==> config.mk <==
export PLATFORM = sky130hd
export DESIGN_NAME = irq_priority_ctrl
export DESIGN_NICKNAME = d
export VERILOG_FILES = /design/src/rtl/irq_priority_ctrl.sv
export SDC_FILE = /design/constraint.sdc
export NUM_CORES = 1
export LEC_CHECK = 0
export BUFFER_PORTS_ARGS = -buffer_cell sky130_fd_sc_hd__buf_2
export CAP_MARGIN = 25
export CORE_MARGIN = 3
export CORE_UTILIZATION = 49
export CTS_BUF_LIST = sky130_fd_sc_hd__clkbuf_8
export CTS_CLUSTER_SIZE = 28
export DETAILED_ROUTE_END_ITERATION = 16
export PLACE_DENSITY = 0.87
export SKIP_CTS_REPAIR_TIMING = 1
export SLEW_MARGIN = 0
export SYNTH_ARGS = -nofsm -noshare
export SYNTH_HDL_FRONTEND = slang
export SYNTH_SLANG_ARGS = --single-unit
==> constraint.sdc <==
create_clock -name clk -period 1.8 [get_ports clk]
set_input_delay 0.27 -clock clk [delete_from_list [all_inputs] [get_ports clk]]
set_output_delay 0.27 -clock clk [all_outputs]
set_load 0.02 [all_outputs]
==> src/rtl/irq_priority_ctrl.sv <==
// rtl/irq_priority_ctrl.sv - Prioritised, nestable interrupt controller with mask and ack handshake.
module irq_priority_ctrl #(
  parameter int          NUM_IRQ    = 3,
  parameter logic [31:0] VEC_BASE   = 32'h0000_0800,
  parameter logic [31:0] VEC_STRIDE = 32'h0000_0080
) (
  input  logic               clk,
  input  logic               rst_n,
  input  logic [NUM_IRQ-1:0] irq_type,
  input  logic               mask_we,
  input  logic [NUM_IRQ-1:0] mask_wdata,
  input  logic               irq_ack,
  input  logic               eret,
  output logic               irq_req,
  output logic [1:0]         irq_id,
  output logic [31:0]        irq_vector,
  output logic [NUM_IRQ-1:0] mask,
  output logic [NUM_IRQ-1:0] pending,
  output logic [NUM_IRQ-1:0] in_service
);

  typedef enum logic {IDLE, REQ} state_t;

  state_t             state_q, state_d;
  logic [NUM_IRQ-1:0] s1_q, s2_q, s3_q;
  logic [NUM_IRQ-1:0] pending_q, pending_d;
  logic [NUM_IRQ-1:0] in_service_q, in_service_d;
  logic [NUM_IRQ-1:0] mask_q, mask_d;
  logic [1:0]         irq_id_q, irq_id_d;
  logic [31:0]        irq_vector_q, irq_vector_d;

  logic [NUM_IRQ-1:0] rise;
  logic [NUM_IRQ-1:0] eligible;
  logic [NUM_IRQ-1:0] isr_top;
  logic [NUM_IRQ-1:0] ack_set;
  logic [1:0]         winner;
  logic               ack_fire;

  assign rise     = s2_q & ~s3_q;
  assign ack_fire = (state_q == REQ) && irq_ack;

  // A source is eligible only if no source at or above its own index is in service.
  always_comb begin
    eligible = '0;
    winner   = '0;
    isr_top  = '0;
    ack_set  = '0;
    for (int i = 0; i < NUM_IRQ; i++) begin
      eligible[i] = pending_q[i] & mask_q[i] & ~(|(in_service_q >> i));
      if (eligible[i]) winner = 2'(i);
      if (in_service_q[i]) begin
        isr_top    = '0;
        isr_top[i] = 1'b1;
      end
      if (ack_fire && (irq_id_q == 2'(i))) ack_set[i] = 1'b1;
    end
  end

  always_comb begin
    state_d      = state_q;
    irq_id_d     = irq_id_q;
    irq_vector_d = irq_vector_q;
    mask_d       = mask_we ? mask_wdata : mask_q;
    // Set wins over the ack clear of the same bit.
    pending_d    = (pending_q & ~ack_set) | rise;
    in_service_d = (in_service_q & ~(eret ? isr_top : '0)) | ack_set;
    case (state_q)
      IDLE: begin
        if (|eligible) begin
          irq_id_d     = winner;
          irq_vector_d = VEC_BASE + VEC_STRIDE * {30'd0, winner};
          state_d      = REQ;
        end
      end
      REQ: begin
        if (irq_ack) state_d = IDLE;
      end
      default: state_d = IDLE;
    endcase
  end

  always_ff @(posedge clk or negedge rst_n) begin
    if (!rst_n) begin
      state_q      <= IDLE;
      s1_q         <= '0;
      s2_q         <= '0;
      s3_q         <= '0;
      pending_q    <= '0;
      in_service_q <= '0;
      mask_q       <= '1;
      irq_id_q     <= '0;
      irq_vector_q <= VEC_BASE;
    end else begin
      state_q      <= state_d;
      s1_q         <= irq_type;
      s2_q         <= s1_q;
      s3_q         <= s2_q;
      pending_q    <= pending_d;
      in_service_q <= in_service_d;
      mask_q       <= mask_d;
      irq_id_q     <= irq_id_d;
      irq_vector_q <= irq_vector_d;
    end
  end

  assign irq_req    = (state_q == REQ);
  assign irq_id     = irq_id_q;
  assign irq_vector = irq_vector_q;
  assign mask       = mask_q;
  assign pending    = pending_q;
  assign in_service = in_service_q;

endmodule
== After elaboration in Yosys (flattened, before gate mapping) ==
Cells that the tools add are included.
Storage, ports and cells
  input bits: 11
  flip-flop bits (word level): 53
  logic and storage cells: 51
  output and inout bits: 44
Cells by class
  add/subtract/negate cells: 1
  reduce and logical (&&, ||, !) cells: 9
  multiplexer cells: 12
  bitwise logic cells: 18
  equality and inequality tests: 2
Operators with widths (number)
  12-bit by 9-bit adder with 13-bit output, first input constant: 1
  3-bit AND: 3
  3-bit inverter: 3
  1-bit two-way mux: 7
  1-bit AND: 6
  3-bit two-way mux: 2
  3-bit OR: 2
  3-bit OR reduction: 2
  1-bit logical AND: 4
  2-bit two-way mux: 2
  1-bit inverter: 4
  2-bit by 1-bit == test with 1-bit output, second input constant: 1
  2-bit == test, second input constant: 1
  2-bit zero test: 1
  1-bit one-hot mux with 2 select lines: 1
  2-bit AND reduction: 1
  2-bit OR reduction: 1

== Logic depth before layout (Yosys ltp) ==
Gate-level depths: netlist of run 1.
  depth after elaboration: 7
  gate-level depth with buffers: 3
  gate-level depth less buffers: 3

== Worst setup path before layout of run 1 ==
OpenSTA, ideal clock, no wires.
  path type: register to register
  start point: register mask_q[1] (netlist: mask[1])
  end point: register irq_vector_q[7] (netlist: irq_vector[7])
  period minus slack after synthesis: 1314 ps
  slack: 486 ps
  data required time: 1696 ps
  setup time: 104 ps
  buffers on the path: 0
  data arrival time: 1210 ps
  stages on the path, launching flop included: 4
  cells stage by stage: dfstp_2 > nand2_2 > or4b_1 > o311ai_1
Between the ends
  longest elaborated chain between the ends: 5
  elaborated cells on any way between the ends: 7
  classes of those cells: add/sub (1); mux (2); bitwise (2); reduce/logical (2)
RTL lines
  start: declaration: RTL line 28  | logic [NUM_IRQ-1:0] mask_q, mask_d;
  start signal: assignment: RTL line 100  | mask_q <= mask_d;
  1-bit AND (*) (2 in series): RTL line 49  | eligible[i] = pending_q[i] & mask_q[i] & ~(|(in_service_q >> i));
  1-bit two-way mux: RTL line 50  | if (eligible[i]) winner = 2'(i);
  2-bit two-way mux: RTL line 50
  12-bit by 9-bit adder with 13-bit output: RTL line 71  | irq_vector_d = VEC_BASE + VEC_STRIDE * {30'd0, winner};
  end signal: assignment: RTL line 102  | irq_vector_q <= irq_vector_d;
  end: declaration: RTL line 30  | logic [31:0] irq_vector_q, irq_vector_d;
Mark *: on every way between the ends. The rest lies on a longest branch, timed or not.
A chain may end at the register's enable or synchronous reset.

== Worst setup path in the final report of run 1 ==
Ends and elaborated chain as after synthesis.

==> results.md, run 1 <==
* Final wirelength at between 1 and 1.5 mm
* Final Cycle Share at between 70% and 80%
* Clk sink count at 21
* Vias at between 600 and 700
* CTS root buf: clkbuf_8
* Clock Latency Late Sink at around 250 ps
* GPL Wtd Cong at 0.844
* Initial antenna violation count at 0
* Share of the synthesized area in the top cell type at approximately 45%
* Largest net degree at the start of global routing at 22
* RR Startpoint: mask[1]$_DFFE_PN1P_
* Global-route wire length before repair at 2.25 mm
* Routed length per instance at between 10 and 15 um
* Critical R2R Capture: irq_vector[7]$_DFFE_PN0P_
* RSZ-0062 raised after global routing: no
* Clock transition at the registers of the reported paths at 70 ps
* Area delta synth->final at 7.09%
* Via count of the first global-routing pass at between 500 and 600
* Critical path arrival at between 1000 and 1500 ps
* Die H at about 50 um
* LEAKAGE at 0.570 nW
* Die extent in x at approximately 50 um
* Cell Pwr Density at around 1500 nW/um^2
* Max-cap viol count at 0
* CP Launch Point: mask[1]$_DFFE_PN1P_
* Layout cells sized above 1 at a little under a third
* Diode count at 0
* Max FO, Critical Path at 3
* Status: completed
* Hold_ws at about 120 ps
* Setup crit end kind: flip-flop
* Reg2reg setup slack at 520 ps
* FF+latch count, synth at 21
* Worst EP required at just under 2000 ps
* CTS tree: built
* Yosys warns at 0
* Final Hold Vio Count at 0
* All-Layer GR Usage at a little under an eighth
* Die area at 2630 um^2
* Min Tclk post-route at approximately 1300 ps
* CP Launch Type: flip-flop
* Total negative slack at 0 ps
* H-tree levels at 1
* Mean Syn Cell Area at 11.1 um^2
* Overflow after GRT at 0
* Post-Route Skew at about 4 ps
* TritonCTS buffer count at 3
* Initial Utilization at a little over half
* Worst Setup EP: irq_vector[7]$_DFFE_PN0P_
* Setup CP Type: flip-flop to flip-flop
* Longest Clk Path Bufs at 2
* Std cell rows at 15
* FMAX at between 0.7 and 0.8 GHz
* Peak supply drop at a little over 1 mV
* Register area share after synthesis at between 50% and 60%
* Syn Std Cell Area at a little over 1000 um^2
* 1st-pass router iterations at 4
* IO Pins at 55
* R2R cell count at 3
* Top post-synthesis cells by area: dfrtp_1 45%, buf_4 24%, dfstp_2 7.8%
* I/O Buffers at 24
* Fin. max-slew vios at 0
* DRC viols at 0
* Yosys top cell by area: dfrtp_1
* DR iter-0 viols at 9
* Worst Hold Launch: irq_type[0]
* Endpoints failing setup at 0
* Worst hold path type: primary input to flip-flop
* Via density at roughly 4.3
* Final nets at roughly 130
* DP HPWL at approximately 1.2 mm
* Synth Instances at a little over 90
* Netlist cell types at 21
* Core box area at between 1500 and 2000 um^2
* Routed Antenna Nets at 0
[stage by stage]
stage	cell area [um^2]	power (mW)	instances	worst slack (ps)	util, %
floorplan	1110	1.17	119	486	-
global route	1080	1.67	141	483	58.6
global placement	1020	1.27	136	561	55.6
detailed placement	1020	1.29	136	530	55.6
finish	1080	1.57	141	524	58.6
CTS	1070	1.59	140	515	58.0
[sequential cells by signal, indices dropped and copies added (netlist names)]
| name | count |
|---|---|
| irq_vector | 2 |
| in_service | 3 |
| mask | 3 |
| s1_q | 3 |
| s2_q | 3 |
| irq_req | 1 |
| pending | 3 |
| s3_q | 3 |
[routing by layer]
| layer | global-route usage [%] | share of wire [%] | vias to the layer above |
|---|---|---|---|
| met1 | 14.5 | 41 | 281 |
| met2 | 18.9 | 47 | 40 |
| li1 | - | - | 284 |
| met5 | 0 | 0 | - |
| met4 | 1.31 | 0 | 0 |
| met3 | 4.66 | 12 | 0 |
[critical path: stages, from the launching register on]
cell      delay (ps)
dfstp_2          540
nand2_2           60
or4b_1           490
o311ai_1          80
[cell type report]
cell class                 count  area, um^2
clock buffer                   3        41.3
clock inverter                 1        3.75
fill                         161         762
inverter                       6        22.5
multi-input combinational     60         319
sequential                    21         529
tap                           25        31.3
timing repair buffer          25         130
[power breakdown]
part,total (mW),internal [mW],switching (mW)
clock,0.289,0.152,0.137
combinational,0.569,0.208,0.361
sequential,0.710,0.584,0.126
total,1.57,0.944,0.624
[worst min path at each step]
| stage | end | slack (ps) | depth (start not counted) |
|---|---|---|---|
| after global placement | s1_q[2]$_DFF_PN0_ | 230 | 1 |
| after floorplan | in_service[0]$_DFF_PN0_ | -30 | 0 |
| after CTS | pending[1]$_DFF_PN0_ | -40 | 1 |
| final | s1_q[0]$_DFF_PN0_ | 120 | 1 |
| after global routing | s1_q[0]$_DFF_PN0_ | 110 | 1 |
| after detailed placement | pending[2]$_DFF_PN0_ | 240 | 1 |
[layout by cell type (no fill, tap or decap)]
cell type,n
dlygate4sd3_1,1
dfstp_2,3
clkbuf_8,3
nor2_2,1
dfrtp_1,18
nand2_1,5
buf_2,24
o31ai_1,2
o21ai_0,6
inv_1,7
mux2_2,3
o311ai_1,1
o21ai_1,1
conb_1,30
nand2_2,1
or4b_1,1
a21oi_1,1
mux2i_1,1
o311a_2,1
nand3b_1,1
and2_4,1
nand4b_1,2
nand2b_1,2
[Yosys cell counts (all sizes together)]
| master | instances |
|---|---|
| nand2 | 6 |
| mux2i | 1 |
| o311a | 1 |
| nand2b | 2 |
| dfrtp | 18 |
| and2 | 1 |
| inv | 6 |
| o31ai | 2 |
| a21oi | 1 |
| conb | 2 |
| nand4b | 2 |
| o21ai | 7 |
| buf | 32 |
| dfstp | 3 |
| nand3b | 1 |
| mux2 | 3 |
| or4b | 1 |
| nor2 | 1 |
| o311ai | 1 |
[cells by family after synthesis]
logic type	count (synthesis)	share of synthesized area, %
compound gates	12	7.46
buf+inv	38	26.1
flops	21	52.6
mux	4	4.35
other cells	2	0.747
simple gates	14	8.71
Power figures use the tool's default switching activity.
==> run 2: changes to the inputs <==
Settings changed: CORE_UTILIZATION 49 to 45, PLACE_DENSITY 0.87 to 0.81.
Clock period 1.8 ns to 1.3 ns, I/O delays scaled along.
==> results.md, run 2 (synthesis results as in run 1) <==
* 1st-pass router iterations at 4 (unchanged)
* Worst hold path type: primary input to flip-flop (unchanged)
* Reg2reg setup slack at 30 ps (was 520 ps)
* Routed length per instance at 11.5 um (was 10.6 um)
* Pint at 1.35 mW (was 0.944 mW)
* Std cell rows at 16 (was 15)
* Most used routing layer: met2 (unchanged)
* H-tree levels at 1 (unchanged)
* Clock transition at the registers of the reported paths at 70 ps (about the same)
* Via count of the first global-routing pass at 572 (was 517)
* Critical R2R Capture: irq_vector[7]$_DFFE_PN0P_ (unchanged)
* Setup WS pre-CTS at 47.8 ps (was 530 ps)
* Die extent in x at 53.3 um (was 51.3 um)
* R2R cell count at 3 (unchanged)
* IO Pins at 55 (unchanged)
* Status: completed (unchanged)
* Setup crit end kind: flip-flop (unchanged)
* Die area at 2840 um^2 (was 2630 um^2)
* Layout cells sized above 1 at 35.0% (was 31.9%)
* Post-Route Skew at 1.65 ps (was 4.00 ps)
* I/O Buffers at 24 (unchanged)
* Vias at 644 (was 605)
* Via density at 4.47 (was 4.29)
* Clock share of power at 18.5% (was 18.4%)
* Hold_ws at 35.2 ps (was 119 ps)
* DRC viols at 0 (unchanged)
* Fill cells at 202 (was 161)
* Reg power frac at 42.7% (was 45.3%)
* Initial antenna violation count at 0 (unchanged)
* RR Startpoint: pending[2]$_DFF_PN0_ (was mask[1]$_DFFE_PN1P_)
* Switching Power at 0.924 mW (was 0.624 mW)
* CTS tree: built (unchanged)
* Diode count at 0 (unchanged)
* TritonCTS buffer count at 3 (unchanged)
* Setup CP Type: flip-flop to flip-flop (unchanged)
* Core box area at 2040 um^2 (was 1840 um^2)
* Met3 usage at 3.38% (was 4.66%)
* Hold depth at 1 (unchanged)
* RSZ-0062 raised after global routing: no (unchanged)
* Endpoints failing setup at 0 (unchanged)
* Global-route wire length before repair at 2.39 mm (was 2.25 mm)
* Area delta synth->final at 9.33% (was 7.09%)
* Sw frac at 40.6% (was 39.8%)
* Clock Latency Late Sink at 260 ps (was 250 ps)
* DP HPWL at 1.27 mm (was 1.18 mm)
* Overflow after GRT at 0 (unchanged)
* Hold Path End: s1_q[0]$_DFF_PN0_ (unchanged)
* Max-cap viol count at 0 (unchanged)
* Met2 global-route usage at 19.2% (was 18.9%)
* Fin. max-slew vios at 0 (unchanged)
* CTS root buf: clkbuf_8 (unchanged)
* Final Cycle Share at 97.7% (was 70.9%)
* Initial Utilization at 49.3% (was 54.7%)
* Total negative slack at 0 ps (unchanged)
* Final wirelength at 1.66 mm (was 1.50 mm)
* Die H at 53.3 um (was 51.3 um)
* Most frequent cells in the layout: 30 x conb_1, 24 x buf_2, 18 x dfrtp_1 (unchanged)
* CP Launch Type: flip-flop (unchanged)
* Min Tclk post-route at 1270 ps (was 1280 ps)
* Worst Hold Launch: irq_type[0] (unchanged)
* Final nets at 129 (was 128)
* Max FO, Critical Path at 4 (was 3)
* FMAX at 0.788 GHz (was 0.784 GHz)
* Final Hold Vio Count at 0 (unchanged)
* All-Layer GR Usage at 12.1% (was 11.4%)
* Logic pwr share at 38.8% (was 36.3%)
* Worst EP required at 1470 ps (was 1950 ps)
* GPL Wtd Cong at 0.779 (was 0.844)
* Largest net degree at the start of global routing at 22 (unchanged)
* Overall power at 2.28 mW (was 1.57 mW)
* Cell Pwr Density at 2070 nW/um^2 (was 1460 nW/um^2)
* Most common cell after layout, fill and taps aside: conb_1 (unchanged)
* Routed Antenna Nets at 0 (unchanged)
* Critical path arrival at 1440 ps (was 1430 ps)
* Peak supply drop at 1.06 mV (was 1.04 mV)
* Clk sink count at 21 (unchanged)
* Longest Clk Path Bufs at 2 (unchanged)
* Met1 Usage GRT at 14.3% (was 14.5%)
* Final Worst Setup Slack at 30.2 ps (was 524 ps)
* DR iter-0 viols at 13 (was 9)
* LEAKAGE at 0.576 nW (was 0.570 nW)
## run 2: layer usage
layer / vias up / routed length (um)
li1: 287 / -
met1: 298 / 639
met2: 54 / 748
met3: 5 / 228
met4: 0 / 39
met5: - / 0
## run 2: how the worst max path moves through the flow
stage,slack [ps],cells after the start,startpoint,end
2_1_floorplan,2,3,pending[2]$_DFF_PN0_,irq_vector[7]$_DFFE_PN0P_
3_3_place_gp,100,3,mask[1]$_DFFE_PN1P_,irq_vector[7]$_DFFE_PN0P_
3_5_place_dp,50,3,pending[2]$_DFF_PN0_,irq_vector[7]$_DFFE_PN0P_
4_1_cts,30,3,pending[2]$_DFF_PN0_,irq_vector[7]$_DFFE_PN0P_
5_1_grt,0.7,3,pending[2]$_DFF_PN0_,irq_vector[7]$_DFFE_PN0P_
6_report,30,3,pending[2]$_DFF_PN0_,irq_vector[7]$_DFFE_PN0P_
## run 2: critical path, stage by stage, from the launching register on
cell	delay [ps]
dfrtp_1	410
and2_4	180
or4b_4	510
o311ai_2	80
## run 2: cell type report
| type | count | area [um^2] | area share (%) |
|---|---|---|---|
| multi-input combinational | 60 | 330 | 30.0 |
| clock inverter | 1 | 5.00 | 0.455 |
| inverter | 6 | 22.5 | 2.05 |
| timing repair buffer | 26 | 138 | 12.5 |
| sequential | 21 | 529 | 48.1 |
| tap | 27 | 33.8 | 3.07 |
| clock buffer | 3 | 41.3 | 3.75 |
## run 2: power by group through the flow
stage                     clock network (mW)  logic (mW)  registers, mW
after detailed placement                   0       0.844          0.981
after CTS                              0.429       0.849          0.970
final                                  0.421       0.884          0.972
after global routing                   0.453       0.969          0.993
after global placement                     0       0.823          0.964
after floorplan                            0       0.488           1.13
## run 2: through the flow
step	instance area, um^2	instances	utilization [%]
floorplan	1110	119	-
global placement	1030	139	50.6
detailed placement	1030	139	50.6
CTS	1080	143	52.8
global route	1100	144	53.9
finish	1100	144	53.9
==> run 3: changes to the inputs <==
Settings changed: ABC_AREA set to 1, SLEW_MARGIN 0 to 20.
==> results.md, run 3 <==
* Dpl cells at 148 (was 139)
* Synth Instances at 101 (was 91)
* Global-route wire length before repair at 2.26 mm (was 2.39 mm)
* Mean Syn Cell Area at 9.98 um^2 (was 11.1 um^2)
* Vias at 631 (was 644)
* Worst Hold Launch: irq_type[2] (was irq_type[0])
* Largest net degree at the start of global routing at 22 (unchanged)
* Critical R2R Capture: irq_vector[8]$_DFFE_PN0P_ (was irq_vector[7]$_DFFE_PN0P_)
* DR iter-0 viols at 10 (was 13)
* Clock Latency Late Sink at 250 ps (was 260 ps)
* Register area share after synthesis at 52.5% (was 52.6%)
* Peak supply drop at 1.27 mV (was 1.06 mV)
* Worst path slowest cell: dfstp_2 (was or4b_4)
* Routed Antenna Nets at 0 (unchanged)
* Setup crit end kind: primary output (was flip-flop)
* Area occupied by multi-input gates at 295 um^2 (was 330 um^2)
* Netlist cell types at 20 (was 21)
* Most frequent cells in the layout: 30 x conb_1, 24 x buf_2, 18 x dfrtp_1 (unchanged)
* Die H at 53.3 um (about the same)
* Clock transition at the registers of the reported paths at 70 ps (about the same)
* DP HPWL at 1.17 mm (was 1.27 mm)
* Number of synthesized flops with an enable pin at 0 (unchanged)
* Hold depth at 1 (unchanged)
* Critical Path Max Stage Delay at 540 ps (was 510 ps)
* Most common cell in the netlist: buf_4 (unchanged)
* Core Util, Final at 53.0% (was 53.9%)
* Area delta synth->final at 7.32% (was 9.33%)
* Status: completed (unchanged)
* Total negative slack at 0 ps (unchanged)
* Top post-synthesis cells by area: dfrtp_1 45%, buf_4 24%, dfstp_2 7.8% (unchanged)
* Endpoints failing setup at 0 (unchanged)
* FF+latch count, synth at 21 (unchanged)
* TritonCTS buffer count at 3 (unchanged)
* CTS root buf: clkbuf_8 (unchanged)
* WP buf/inv at 1 (was 0)
* Std cell rows at 16 (unchanged)
* 1st-pass router iterations at 4 (unchanged)
* Reg2reg setup slack at 230 ps (was 30 ps)
* H-tree levels at 1 (unchanged)
* DRC viols at 0 (unchanged)
* Post-Route Skew at 3.49 ps (was 1.65 ps)
* Worst EP required at 1110 ps (was 1470 ps)
* Final Hold Vio Count at 0 (unchanged)
* Largest delay share family, worst path: flip-flops (was simple AND/OR/NAND/NOR gates)
* Initial Utilization at 49.4% (was 49.3%)
* Die extent in x at 53.3 um (about the same)
* Area occupied by registers at 529 um^2 (unchanged)
* Routed length per instance at 9.35 um (was 11.5 um)
* Fin. max-slew vios at 0 (unchanged)
* LEAKAGE at 0.620 nW (was 0.576 nW)
* Non-Filler Instances at 153 (was 144)
* Post-route cell area at 1080 um^2 (was 1100 um^2)
* FMAX at 0.871 GHz (was 0.788 GHz)
* CTS tree: built (unchanged)
* GPL Wtd Cong at 0.855 (was 0.779)
* I/O Buffers at 24 (unchanged)
* Critical path arrival at 950 ps (was 1440 ps)
* Max FO, Critical Path at 3 (was 4)
* Post-synth top cells: 32 x buf_4, 18 x dfrtp_1, 12 x inv_1 (was 32 x buf_4, 18 x dfrtp_1, 6 x inv_1, 6 x o21ai_0, 5 x nand2_1)
* Longest Clk Path Bufs at 2 (unchanged)
* Initial antenna violation count at 0 (unchanged)
* Worst hold path type: primary input to flip-flop (unchanged)
* RSZ-0062 raised after global routing: no (unchanged)
* Final wirelength at 1.43 mm (was 1.66 mm)
* Min Tclk post-route at 1150 ps (was 1270 ps)
* Most common cell after layout, fill and taps aside: conb_1 (unchanged)
* RR Startpoint: mask[1]$_DFFE_PN1P_ (was pending[2]$_DFF_PN0_)
* IO Pins at 55 (unchanged)
* Max-cap viol count at 0 (unchanged)
* Overflow after GRT at 0 (unchanged)
* FFs w/ async S/R, synth at 100% (unchanged)
* All-Layer GR Usage at 10.8% (was 12.1%)
* Final Cycle Share at 88.3% (was 97.7%)
* Clk sink count at 21 (unchanged)
* Via density at 4.12 (was 4.47)
* Setup CP Type: flip-flop to primary output (was flip-flop to flip-flop)
* Yosys warns at 0 (unchanged)
* Critical-path cell list: buf_2 (was and2_4, or4b_4, o311ai_2)
* Fill cells at 194 (was 202)
* Syn Std Cell Area at 1010 um^2 (about the same)
* Yosys top cell by area: dfrtp_1 (unchanged)
* Final nets at 138 (was 129)
* Via count of the first global-routing pass at 546 (was 572)
* Placed cell area at 1030 um^2 (about the same)
* Die area at 2850 um^2 (was 2840 um^2)
* Worst path depth at 1 (was 3)
* Diode count at 0 (unchanged)
* CP Launch Type: flip-flop (unchanged)
* Share of the synthesized area in the top cell type at 44.7% (was 44.8%)
* Ys flop type: dfrtp_1 (unchanged)
* Hold Path End: s1_q[2]$_DFF_PN0_ (was s1_q[0]$_DFF_PN0_)
* Core box area at 2040 um^2 (unchanged)
* Cell Pwr Density at 1930 nW/um^2 (was 2070 nW/um^2)
* Layout cells sized above 1 at 27.0% (was 35.0%)
* R2R cell count at 7 (was 3)
run 3: cell count changes in the layout (fill, tap and decap cells not counted), moves of 3 or more:
| cell | change |
|---|---|
| nand3_1 | +3 |
| o21ai_0 | -5 |
| mux2_1 | +3 |
| mux2_2 | -3 |
| nand2_1 | +6 |
| inv_1 | +7 |
run 3: logic make-up after synthesis:
kind of cell | count (synthesis) | synth area share, %
buffers and inverters | 45 | 28.7
and+or+nand+nor | 23 | 10.8
DFF | 21 | 52.5
other | 2 | 0.745
AOI/OAI and AO/OA | 7 | 3.97
muxes | 3 | 3.35
run 3: power breakdown:
group / switching, mW / internal (mW) / total [mW]
Sequential: 0.114 / 0.800 / 0.914
Clock: 0.180 / 0.209 / 0.390
Combinational: 0.541 / 0.249 / 0.790
Total: 0.835 / 1.26 / 2.09
run 3: per-layer routing:
layer	GRT usage [%]	share of wire [%]	vias up	wire length, um
met5	0	0	-	0
met4	3.83	0	0	0
met3	4.51	15	0	215
met2	16.9	45	46	650
met1	13.1	39	288	565
li1	-	-	297	-
run 3: final cells by class:
class,instances,share of cell area [%]
Multi-Input combinational cell,63,27.3
Tap cell,27,3.12
Clock buffer,3,3.82
Sequential cell,21,48.9
Clock inverter,1,0.347
Inverter,13,4.51
Timing Repair Buffer,25,12.0
run 3: worst max path at each step:
stage | slack, ps | endpoint | startpoint
final | 150 | mask[2] | mask[2]$_DFFE_PN1P_
after global routing | 110 | mask[2] | mask[2]$_DFFE_PN1P_
after CTS | 140 | mask[1] | mask[1]$_DFFE_PN1P_
after detailed placement | 230 | irq_vector[8]$_DFFE_PN0P_ | mask[1]$_DFFE_PN1P_
after global placement | 270 | irq_vector[8]$_DFFE_PN0P_ | mask[0]$_DFFE_PN1P_
after floorplan | 210 | irq_vector[8]$_DFFE_PN0P_ | mask[1]$_DFFE_PN1P_
run 3: per-stage QoR:
step	hold WS, ps	worst slack [ps]	power, mW
final	45.5	152	2.09
after global routing	34.9	108	2.25
after CTS	-108	140	2.11
after detailed placement	164	229	1.72
after global placement	157	271	1.70
after floorplan	-101	208	1.57
